### src/rtl/multicyclecontrol.sv
// Multicycle sequencing controller: walks each instruction through fetch, decode,
// execute, memory and writeback, with a bounded ready handshake on the shared memory port.
module multicyclecontrol #(
  parameter int unsigned MEMWAIT_MAX = 15,
  parameter int unsigned CNTW        = 32
) (
  input  logic            clk,
  input  logic            rstn,
  input  logic            start,
  input  logic [31:0]     instruction,
  input  logic            memready,
  input  logic            memread_d,
  input  logic            memwrite_d,
  input  logic            regwrite_d,
  input  logic [1:0]      jump_d,
  output logic            memreq,
  output logic            memwe,
  output logic            imemsel,
  output logic            irwrite,
  output logic            pcwrite,
  output logic            regwrite,
  output logic            busy,
  output logic            halted,
  output logic            error,
  output logic [2:0]      state,
  output logic [CNTW-1:0] cyclecount,
  output logic [CNTW-1:0] instrcount
);

  localparam int unsigned WW = (MEMWAIT_MAX < 1) ? 1 : $clog2(MEMWAIT_MAX + 1);
  localparam logic [WW-1:0]   WAIT_LIMIT = WW'(MEMWAIT_MAX);
  localparam logic [CNTW-1:0] CNT_MAX    = '1;

  typedef enum logic [2:0] {
    S_IDLE      = 3'd0,
    S_FETCH     = 3'd1,
    S_DECODE    = 3'd2,
    S_EXECUTE   = 3'd3,
    S_MEMORY    = 3'd4,
    S_WRITEBACK = 3'd5,
    S_HALT      = 3'd6,
    S_ERROR     = 3'd7
  } state_t;

  state_t          r_state;
  state_t          w_next_state;
  logic [WW-1:0]   r_wait;
  logic [WW-1:0]   w_wait_next;
  logic [CNTW-1:0] r_cyclecount;
  logic [CNTW-1:0] r_instrcount;
  logic            w_busy;

  // State, wait counter and saturating activity counters
  always_ff @(posedge clk or negedge rstn) begin
    if (!rstn) begin
      r_state      <= S_IDLE;
      r_wait       <= '0;
      r_cyclecount <= '0;
      r_instrcount <= '0;
    end else begin
      r_state <= w_next_state;
      r_wait  <= w_wait_next;
      if (w_busy && (r_cyclecount != CNT_MAX)) r_cyclecount <= r_cyclecount + CNTW'(1);
      if (pcwrite && (r_instrcount != CNT_MAX)) r_instrcount <= r_instrcount + CNTW'(1);
    end
  end

  // Next state plus the memready-qualified strobes; the wait counter only survives
  // while a FETCH or MEMORY access is stalled, so every entry starts it from zero.
  always_comb begin
    w_next_state = r_state;
    w_wait_next  = '0;
    irwrite      = 1'b0;
    pcwrite      = 1'b0;
    case (r_state)
      S_IDLE: begin
        if (start) w_next_state = S_FETCH;
      end
      S_FETCH: begin
        if (memready) begin
          irwrite      = 1'b1;
          w_next_state = (instruction == 32'h0) ? S_HALT : S_DECODE;
        end else if (r_wait == WAIT_LIMIT) begin
          w_next_state = S_ERROR;
        end else begin
          w_wait_next = r_wait + WW'(1);
        end
      end
      S_DECODE: w_next_state = S_EXECUTE;
      S_EXECUTE: begin
        if (memwrite_d || memread_d) begin
          w_next_state = S_MEMORY;
        end else if (regwrite_d || (jump_d == 2'b11)) begin
          w_next_state = S_WRITEBACK;
        end else begin
          pcwrite      = 1'b1;
          w_next_state = S_FETCH;
        end
      end
      S_MEMORY: begin
        if (memready) begin
          if (memwrite_d) begin
            pcwrite      = 1'b1;
            w_next_state = S_FETCH;
          end else begin
            w_next_state = S_WRITEBACK;
          end
        end else if (r_wait == WAIT_LIMIT) begin
          w_next_state = S_ERROR;
        end else begin
          w_wait_next = r_wait + WW'(1);
        end
      end
      S_WRITEBACK: begin
        pcwrite      = 1'b1;
        w_next_state = S_FETCH;
      end
      S_HALT:  w_next_state = S_HALT;
      S_ERROR: w_next_state = S_ERROR;
      default: w_next_state = S_IDLE;
    endcase
  end

  // Moore outputs decoded from the state register
  always_comb begin
    w_busy     = (r_state >= S_FETCH) && (r_state <= S_WRITEBACK);
    busy       = w_busy;
    memreq     = (r_state == S_FETCH) || (r_state == S_MEMORY);
    imemsel    = (r_state == S_FETCH);
    memwe      = (r_state == S_MEMORY) && memwrite_d;
    regwrite   = (r_state == S_WRITEBACK);
    halted     = (r_state == S_HALT);
    error      = (r_state == S_ERROR);
    state      = r_state;
    cyclecount = r_cyclecount;
    instrcount = r_instrcount;
  end

endmodule
### config.mk
export PLATFORM = sky130hd
export DESIGN_NAME = multicyclecontrol
export DESIGN_NICKNAME = d
export VERILOG_FILES = /design/src/rtl/multicyclecontrol.sv
export SDC_FILE = /design/constraint.sdc
export NUM_CORES = 1
export LEC_CHECK = 0
export ABC_AREA = 1
export BUFFER_PORTS_ARGS = -buffer_cell sky130_fd_sc_hd__buf_2
export CORE_MARGIN = 3
export CORE_UTILIZATION = 49
export CTS_BUF_LIST = sky130_fd_sc_hd__clkbuf_8 sky130_fd_sc_hd__clkbuf_16
export DETAILED_ROUTE_END_ITERATION = 12
export GPL_TIMING_DRIVEN = 1
export PLACE_DENSITY = 0.77
export SLEW_MARGIN = 0
export SYNTH_ARGS = -nofsm -noshare
export SYNTH_HDL_FRONTEND = slang
export SYNTH_SLANG_ARGS = --single-unit
### constraint.sdc
create_clock -name clk -period 4.5 [get_ports clk]
set_input_delay 0.225 -clock clk [delete_from_list [all_inputs] [get_ports clk]]
set_output_delay 0.225 -clock clk [all_outputs]
set_load 0.005 [all_outputs]
## Word-level counts from Yosys, hierarchy flattened

Index checks and enable logic that the tools add are counted.

| word-level totals | value |
|---|---|
| bits of input ports | 41 |
| logic and storage cells | 50 |
| output and inout port bits | 76 |
| register bits after elaboration | 71 |

| operators by class | value |
|---|---|
| reduce and logical (&&, ||, !) cells | 10 |
| $add $sub $neg | 3 |
| muxes and demuxes | 19 |
| $lt $le $gt $ge | 2 |
| eq/ne operators | 12 |

Operators by type and width:

| operator | count |
|---|---|
| adder 32 x 1 -> 32 bit, second input constant | 2 |
| inequality test 32 bit, second input constant | 2 |
| logical NOT 32 bit | 1 |
| 2-to-1 mux 3 bit | 8 |
| case mux 3 bit (8 select lines) | 1 |
| equality test 3 bit, second input constant | 4 |
| 2-to-1 mux 4 bit | 3 |
| equality test 3 x 2 -> 1 bit, second input constant | 2 |
| 2-to-1 mux 1 bit | 6 |
| adder 4 x 1 -> 4 bit, second input constant | 1 |
| equality test 4 bit, second input constant | 1 |
| logical AND 1 bit | 4 |
| equality test 3 x 1 -> 1 bit, second input constant | 1 |
| greater-or-equal comparator 3 x 1 -> 1 bit, second input constant | 1 |
| <= comparator 3 bit, second input constant | 1 |
| logical NOT 3 bit | 1 |
| logical OR 1 bit | 3 |
| case mux 1 bit (3 select lines) | 1 |
| equality test 2 bit, second input constant | 1 |
| inequality test 2 bit, second input constant | 1 |
| OR reduction 2 bit | 1 |

## Depth between registers and ports, before layout

Gate-level depths: netlist of run 1.

| depth | value |
|---|---|
| word-level depth | 6 |
| gate-level depth with buffers | 12 |
| depth with buffers taken out | 10 |

## Least setup slack after synthesis of run 1

No wires, ideal clock.

| timing | value |
|---|---|
| kind | register -> register |
| from | reg r_instrcount[0] (netlist: instrcount[0]) |
| to | reg r_instrcount[30] (netlist: instrcount[30]) |
| path slack | 2.736 ns |
| arrival | 1.647 ns |
| cell stages (with the launch flop) | 13 |
| path through | dfrtp_1 ha_1 inv_2 nor2_2 nand2_2 nor2_4 nand2_2 nand2_4 inv_2 buf_6 buf_6 nand2_1 nand2_1 |

| on the way | value |
|---|---|
| longest elaborated chain between the ends | 2 |
| elaborated cells on any way between the ends | 3 |
| those cells by class | add/sub: 1; eq/ne: 1; reduce/logical: 1 |

RTL lines:

| element | RTL line | RTL |
|---|---|---|
| start: declaration | 50 | `logic [CNTW-1:0] r_instrcount;` |
| start signal: assignment | 64 | `if (pcwrite && (r_instrcount != CNT_MAX)) r_instrcount <= r_instrcount + CNTW'(1);` |
| parallel branches: the longest is 2 deep, another holds adder 32 x 1 -> 32 bit | - |  |

Several ways; the timed one is not identified.
A chain may end at the register's enable or synchronous reset.

## Worst setup path in the final report of run 1

| timing | value |
|---|---|
| from | reg r_cyclecount[0] (netlist: cyclecount[0]) |
| to | reg r_cyclecount[30] (netlist: cyclecount[30]) |

| on the way | value |
|---|---|
| longest elaborated chain between the ends | 2 |
| elaborated cells on any way between the ends | 3 |
| those cells by class | add/sub: 1; eq/ne: 1; reduce/logical: 1 |

RTL lines:

| element | RTL line | RTL |
|---|---|---|
| start: declaration | 49 | `logic [CNTW-1:0] r_cyclecount;` |
| start signal: assignment | 63 | `if (w_busy && (r_cyclecount != CNT_MAX)) r_cyclecount <= r_cyclecount + CNTW'(1);` |
| parallel branches: the longest is 2 deep, another holds adder 32 x 1 -> 32 bit | - |  |

Several ways; the timed one is not identified.

==> metrics.cfg, run 1 <==
[status]
status = finished with violations
violations = negative hold slack

[critical_path]
critical_path_buf_inv_count = 2
reg2reg_depth = 10
timing.rr.start = cyclecount[0]$_DFFE_PN0P_
worstPathCellList = ha_1, inv_2, nor2_4, nand2_2, nor2_4, nand2_1, nand2_2, inv_2, nand2_1, nand2_1
crit_path_end_kind = flip-flop
arrival_ns = 2.85
worstReg2RegEnd = cyclecount[30]$_DFFE_PN0P_
path_delay_family = simple AND/OR/NAND/NOR gates
worstSetupPathType = flip-flop to flip-flop
crit_top_cell = nand2_1
cpPeakStageDelay_ns = 0.49
crit_required_ns = 4.73
r2r_slack_ns = 1.87
worstSetupStartpointType = flip-flop
crit_slowest_cell = nand2_2
worstPathMaxFanout = 35

[power_and_ir_drop]
cellLeakagePower_nw = 2.97
ir_drop_uv = 194
power.density_mw_per_mm2 = 228
total_power_mw = 1.31

[routing]
wl_met3_microns = 780
met2_wirelength_microns = 5900
wl_met1_microns = 6150
drt-pass1-iter-count = 7
wl_per_cell_microns = 12.5
highest_layer = met4
wl_microns = 13100
viasPerCell = 4.97
vias = 5189
drtAntennaViolNets = 0
post-route-drc-count = 0
drtIter0Drc = 310

[clock_tree]
clk_latency_ns = 0.34
cts_hold_buffers = 0
cts.sinks = 71
clk_path_buf_depth = 2
cts_setup_buffers = 0
postCtsResizedCells = 0
cts_tree = yes
cts-root-buf = clkbuf_8
htree_levels = 3
cts_inserted_buffers = 9
clkSlewWorstSetupHoldPaths_ns = 0.08

[synthesis]
syn-num-nets = 840
yosysSeqAreaShare_pct = 36.7
ys_ff_latch = 71
synth.distinct_cells = 24
syn_inst = 796
yosys_warnings = 0
postSynthAreaPerCell_sq_um = 6.09
synthesis.area_sq_mm = 0.00484

[global_routing]
antenna_found_initial = 0
grt_pass1_vias = 4847
grt_pass1_wl_microns = 22100
grt_max_degree = 72
grt_usage_pct = 24.0
grt_overflow = 0

[floorplanning]
core-area_sq_mm = 0.00942
die_x_microns = 105
die_area_sq_mm = 0.0111
die_y_microns = 105
ioPinCount = 117
fp-row-count = 35
start_util_pct = 51.5

[sta]
finalSetupViolations = 0
tightest_slew_ns = 0.935
fin_skew_ns = 0.00959
max_freq_ghz = 0.381
rsz0062_at_grt = false
finalCritPeriodShare_pct = 58.4
whs_ns = -0.00279
relSlewSlack_pct = 37.6
finalCriticalPeriod_ns = 2.63
final.setup.tns_ns = 0
hold_viol_final = 2
slew_violations = 0

[cells_and_area]
regArea_sq_mm = 0.00178
areaGrowthSynthToFinish_pct = 18.7
fillers = 986
final_layout_size_suffix_gt1_share_pct = 16.3
nets = 954
multi_input_area_sq_mm = 0.00276
diodes = 0

[place]
place.gp.congestion = 0.911
hpwl_microns = 9690
port_buffers = 116

[min_path]
min_path_type = input port to async pin

[job]
drv_cap = 0

==> Yosys cell counts, drive strengths merged <==
master	instances	share of area, %
nand2	419	33
nor2	135	11
dfrtp	71	37
inv	59	4.6
nand3	41	4.2
xor2	15	2.7
buf	13	1.8
o21ai	13	1.3
xnor2	12	2.2
a21oi	4	0.41
nand4	4	0.52
ha	3	0.77
nor3	3	0.31
nor4	2	0.26
nand3b	1	0.16
o211ai	1	0.16
==> where the power goes <==
part | switching (mW) | total [mW] | internal [mW]
Clock | 0.250 | 0.632 | 0.382
Sequential | 0.000970 | 0.639 | 0.638
Combinational | 0.0224 | 0.0384 | 0.0161
==> metrics by stage <==
step / instances / hold slack, ns / setup WS (ns) / utilization [%] / cell area (sq um)
after floorplan: 796 / -0.0706 / 2.74 / - / 4840
after global placement: 1028 / 0.411 / 1.99 / 58.5 / 5500
after detailed placement: 1028 / 0.419 / 1.88 / 58.5 / 5500
after CTS: 1044 / 0.0394 / 1.85 / 61.1 / 5750
after global routing: 1044 / 0.0859 / 1.58 / 61.1 / 5750
final: 1044 / -0.00279 / 1.87 / 61.1 / 5750
==> cell usage in the layout (no fill, tap or decap), types with 3 or more instances in the layout <==
cell type,count
a21oi_1,4
buf_2,115
bufinv_16,3
clkbuf_8,10
dfrtp_1,71
ha_1,3
inv_1,54
inv_2,5
nand2_1,413
nand2_2,5
nand3_1,41
nand4_1,4
nor2_1,129
nor2_2,3
nor2_4,3
nor3_1,3
o21ai_0,11
xnor2_1,12
xor2_1,15
==> registers in the layout, summed over array words and instances (netlist names) <==
name and count:
instrcount 32, state 3, r_wait 4, cyclecount 32
==> worst register-to-register path: cells and delay by family, from the launching register on <==
kind	cells	cell delay (ns)
DFF	1	0.44
buffers and inverters	2	0.51
adders and majority gates	1	0.31
and+or+nand+nor	7	1.24
==> kinds of logic (layout without fill, tap and decap cells) <==
family / Yosys count / after routing / share of synthesized area [%]
and+or+nand+nor: 605 / 605 / 49.4
AOI/OAI and AO/OA: 18 / 18 / 1.91
DFF: 71 / 71 / 36.7
adders and majority gates: 3 / 3 / 0.775
buffers and inverters: 72 / 191 / 6.33
xor gates and xnor gates: 27 / 27 / 4.88
==> cell type report <==
cell class | instances | share of cell area (%)
inverters | 59 | 3.85
multi-input cells | 653 | 48.0
repair buffers | 116 | 10.1
clock buffers | 10 | 2.39
clock inverters | 6 | 1.87
well taps | 129 | 2.81
flip-flops and latches | 71 | 30.9
==> routing by layer <==
| layer | vias up | track usage [%] |
|---|---|---|
| met5 | - | 0 |
| met2 | 168 | 39.2 |
| met4 | 0 | 6.75 |
| met1 | 2338 | 32.9 |
| met3 | 25 | 3.92 |
| li1 | 2658 | - |
==> worst max path at each step <==
stage                                   start                    endpoint  slack, ns  depth (start not counted)
floorplan           instrcount[0]$_DFFE_PN0P_  instrcount[30]$_DFFE_PN0P_       2.74                         12
global placement    cyclecount[0]$_DFFE_PN0P_  cyclecount[11]$_DFFE_PN0P_       1.99                         10
detailed placement  cyclecount[0]$_DFFE_PN0P_   cyclecount[9]$_DFFE_PN0P_       1.88                         10
CTS                 cyclecount[0]$_DFFE_PN0P_  cyclecount[26]$_DFFE_PN0P_       1.85                         10
global route        cyclecount[0]$_DFFE_PN0P_  cyclecount[20]$_DFFE_PN0P_       1.58                         10
finish              cyclecount[0]$_DFFE_PN0P_  cyclecount[30]$_DFFE_PN0P_       1.87                         10
Note: power is estimated with default switching activity, not from simulation.
==> run 2, diff against run 1 <==
ABC_AREA = 0   (was 1)
PLACE_DENSITY = 0.8   (was 0.77)
clock period = 2.7 ns   (was 4.5 ns; I/O delays follow)
==> run 2 against run 1 <==
The flow now finishes without violations. Fmax grew 11%. Clock power grew 50%. Core utilization grew 3.4 points. Sequential share of layout area grew 6.9 points. Design area shrank 18%. Sequential power grew 110%. Hold slack gained 0.18 ns. Final cell count shrank 43%. First-iteration DRC count shrank 61%. Critical endpoint is now instrcount[7]$_DFFE_PN0P_. Highest routed layer unchanged.
==> metrics.cfg, run 2 <==
[synthesis]
yosysSeqAreaShare_pct = 48.0
synthArstFlopShare_pct = 100
yosys.area.top_type_share_pct = 48.0
synth_area_leader_cell = dfrtp_1
synth.distinct_cells = 45
syn_inst = 362
synthTopCellsByArea = dfrtp_1, xor2_1, xnor2_1
synthesis.area_sq_mm = 0.00370
synth_top_flop_cell = dfrtp_1
ys_ff_latch = 71
yosys_warnings = 0
synth.most_common_cell = dfrtp_1
syn-num-nets = 406
synth_commonest_cells = dfrtp_1, xor2_1, nand2_1
synth-edff-count = 0
postSynthAreaPerCell_sq_um = 10.2

[critical_path]
worstReg2RegEnd = instrcount[7]$_DFFE_PN0P_
reg2reg_depth = 7
arrival_ns = 2.58
worstPathMaxFanout = 8
crit_path_end_kind = flip-flop
worstSetupPathType = flip-flop to flip-flop
timing.rr.start = instrcount[0]$_DFFE_PN0P_
worstSetupStartpointType = flip-flop
r2r_slack_ns = 0.32
crit_required_ns = 2.90

[sta]
final.setup.tns_ns = 0
max_freq_ghz = 0.421
slew_violations = 0
fin_skew_ns = 0.00657
tightest_slew_ns = 0.854
finalCritPeriodShare_pct = 88.0
relSlewSlack_pct = 43.1
hold_viol_final = 0
timing.final.ws_setup_ns = 0.324
finalSetupViolations = 0
finalCriticalPeriod_ns = 2.38
rsz0062_at_grt = false

[global_routing]
grt_max_degree = 37
grt_pass1_wl_microns = 14700
antenna_found_initial = 0
grt_pass1_vias = 3149
grt_overflow = 0
grt_usage_pct = 21.0

[cells_and_area]
layout_commonest_cell = buf_2
mostFrequentLayoutCells = buf_2, dfrtp_1, xor2_1
regArea_sq_mm = 0.00178
fillers = 614
nets = 537
final_cells = 597
final_core_util_pct = 64.4
diodes = 0
multi_input_area_sq_mm = 0.00186
areaGrowthSynthToFinish_pct = 26.9
final_layout_size_suffix_gt1_share_pct = 33.1

[clock_tree]
clk_latency_ns = 0.33
htree_levels = 3
cts_tree = yes
cts.sinks = 71
clk_path_buf_depth = 2
cts_inserted_buffers = 9
cts-root-buf = clkbuf_8
clkSlewWorstSetupHoldPaths_ns = 0.07
cts_setup_buffers = 0

[routing]
viasPerCell = 5.40
drtIter0Drc = 121
wl_microns = 8840
vias = 3225
drtAntennaViolNets = 0
post-route-drc-count = 0
drt-pass1-iter-count = 6
wl_per_cell_microns = 14.8

[power_and_ir_drop]
ir_drop_uv = 538
power.density_mw_per_mm2 = 680
cellLeakagePower_nw = 2.35

[status]
status = complete, no violations

[floorplanning]
die_x_microns = 92.9
start_util_pct = 50.8
fp-row-count = 31
ioPinCount = 117
die_y_microns = 92.9
core-area_sq_mm = 0.00729
die_area_sq_mm = 0.00863

[min_path]
hold_end = state[1]$_DFFE_PN0P_
min_path_cells = 3
min_path_type = input port to flip-flop
hp-start = memready

[place]
port_buffers = 116
dp_slack_ns = 0.323
hpwl_microns = 6690
place.gp.congestion = 0.885
dp.cells = 580

[job]
drv_cap = 0

-- run 2: metal layers --
metal / GRT usage [%] / vias up / share of wire (%)
met5: 0 / - / 0
met3: 4.14 / 14 / 5.3
li1: - / 1562 / -
met1: 27.7 / 1554 / 45
met4: 7.33 / 0 / 1.4
met2: 34.4 / 95 / 49
-- run 2: cells by family after synthesis --
| kind of cell | synth area share [%] |
|---|---|
| AND/OR/NAND/NOR | 28.6 |
| flip-flops | 48.0 |
| XOR/XNOR | 14.4 |
| AO/OA/AOI/OAI | 4.67 |
| buffers and inverters | 1.96 |
| multiplexers | 1.32 |
| adder cells (fa/ha/maj) | 1.01 |
-- run 2: area by class of cell --
type,instances,area share [%]
clock buffer,10,2.93
clock inverter,6,1.81
inverter,10,0.799
multi-input combinational,274,39.6
sequential,71,37.8
tap,99,2.64
timing repair buffer,127,14.4
-- run 2: worst max path at each step --
stage,from,end,slack [ns],cells after the start
after CTS,instrcount[0]$_DFFE_PN0P_,instrcount[8]$_DFFE_PN0P_,0.33,7
after global routing,cyclecount[8]$_DFFE_PN0P_,cyclecount[29]$_DFFE_PN0P_,0.17,5
after global placement,instrcount[0]$_DFFE_PN0P_,instrcount[7]$_DFFE_PN0P_,0.42,7
after floorplan,instrcount[0]$_DFFE_PN0P_,instrcount[1]$_DFFE_PN0P_,0.44,6
after detailed placement,instrcount[0]$_DFFE_PN0P_,instrcount[8]$_DFFE_PN0P_,0.32,7
final,instrcount[0]$_DFFE_PN0P_,instrcount[7]$_DFFE_PN0P_,0.32,7
-- run 2: critical path, stage by stage, from the launching register on --
cell     delay [ns]
dfrtp_1        0.41
ha_1           0.21
nand2_1        0.15
or3_1          0.51
o41ai_4        0.50
buf_4          0.26
nor4_1         0.07
xor2_1         0.15
-- run 2: power breakdown --
part           leakage, nW  switching [mW]  internal, mW  total, mW
Sequential           0.947           0.185          1.19       1.37
Clock                0.114           0.402         0.543      0.945
Combinational         1.29           0.471         0.409      0.880
-- run 2: metrics by stage --
stage | cell area (sq um) | power [mW] | hold slack [ns]
floorplan | 3700 | 1.91 | -0.161
global placement | 4460 | 2.25 | 0.274
global route | 4700 | 3.40 | 0.175
detailed placement | 4460 | 2.28 | 0.293
CTS | 4700 | 3.23 | 0.153
finish | 4700 | 3.20 | 0.177
-- run 2: repair_timing --
item	in CTS	in global routing
endpoints found under the hold margin	35	0
resized for setup	0	0
hold buffers	1	0
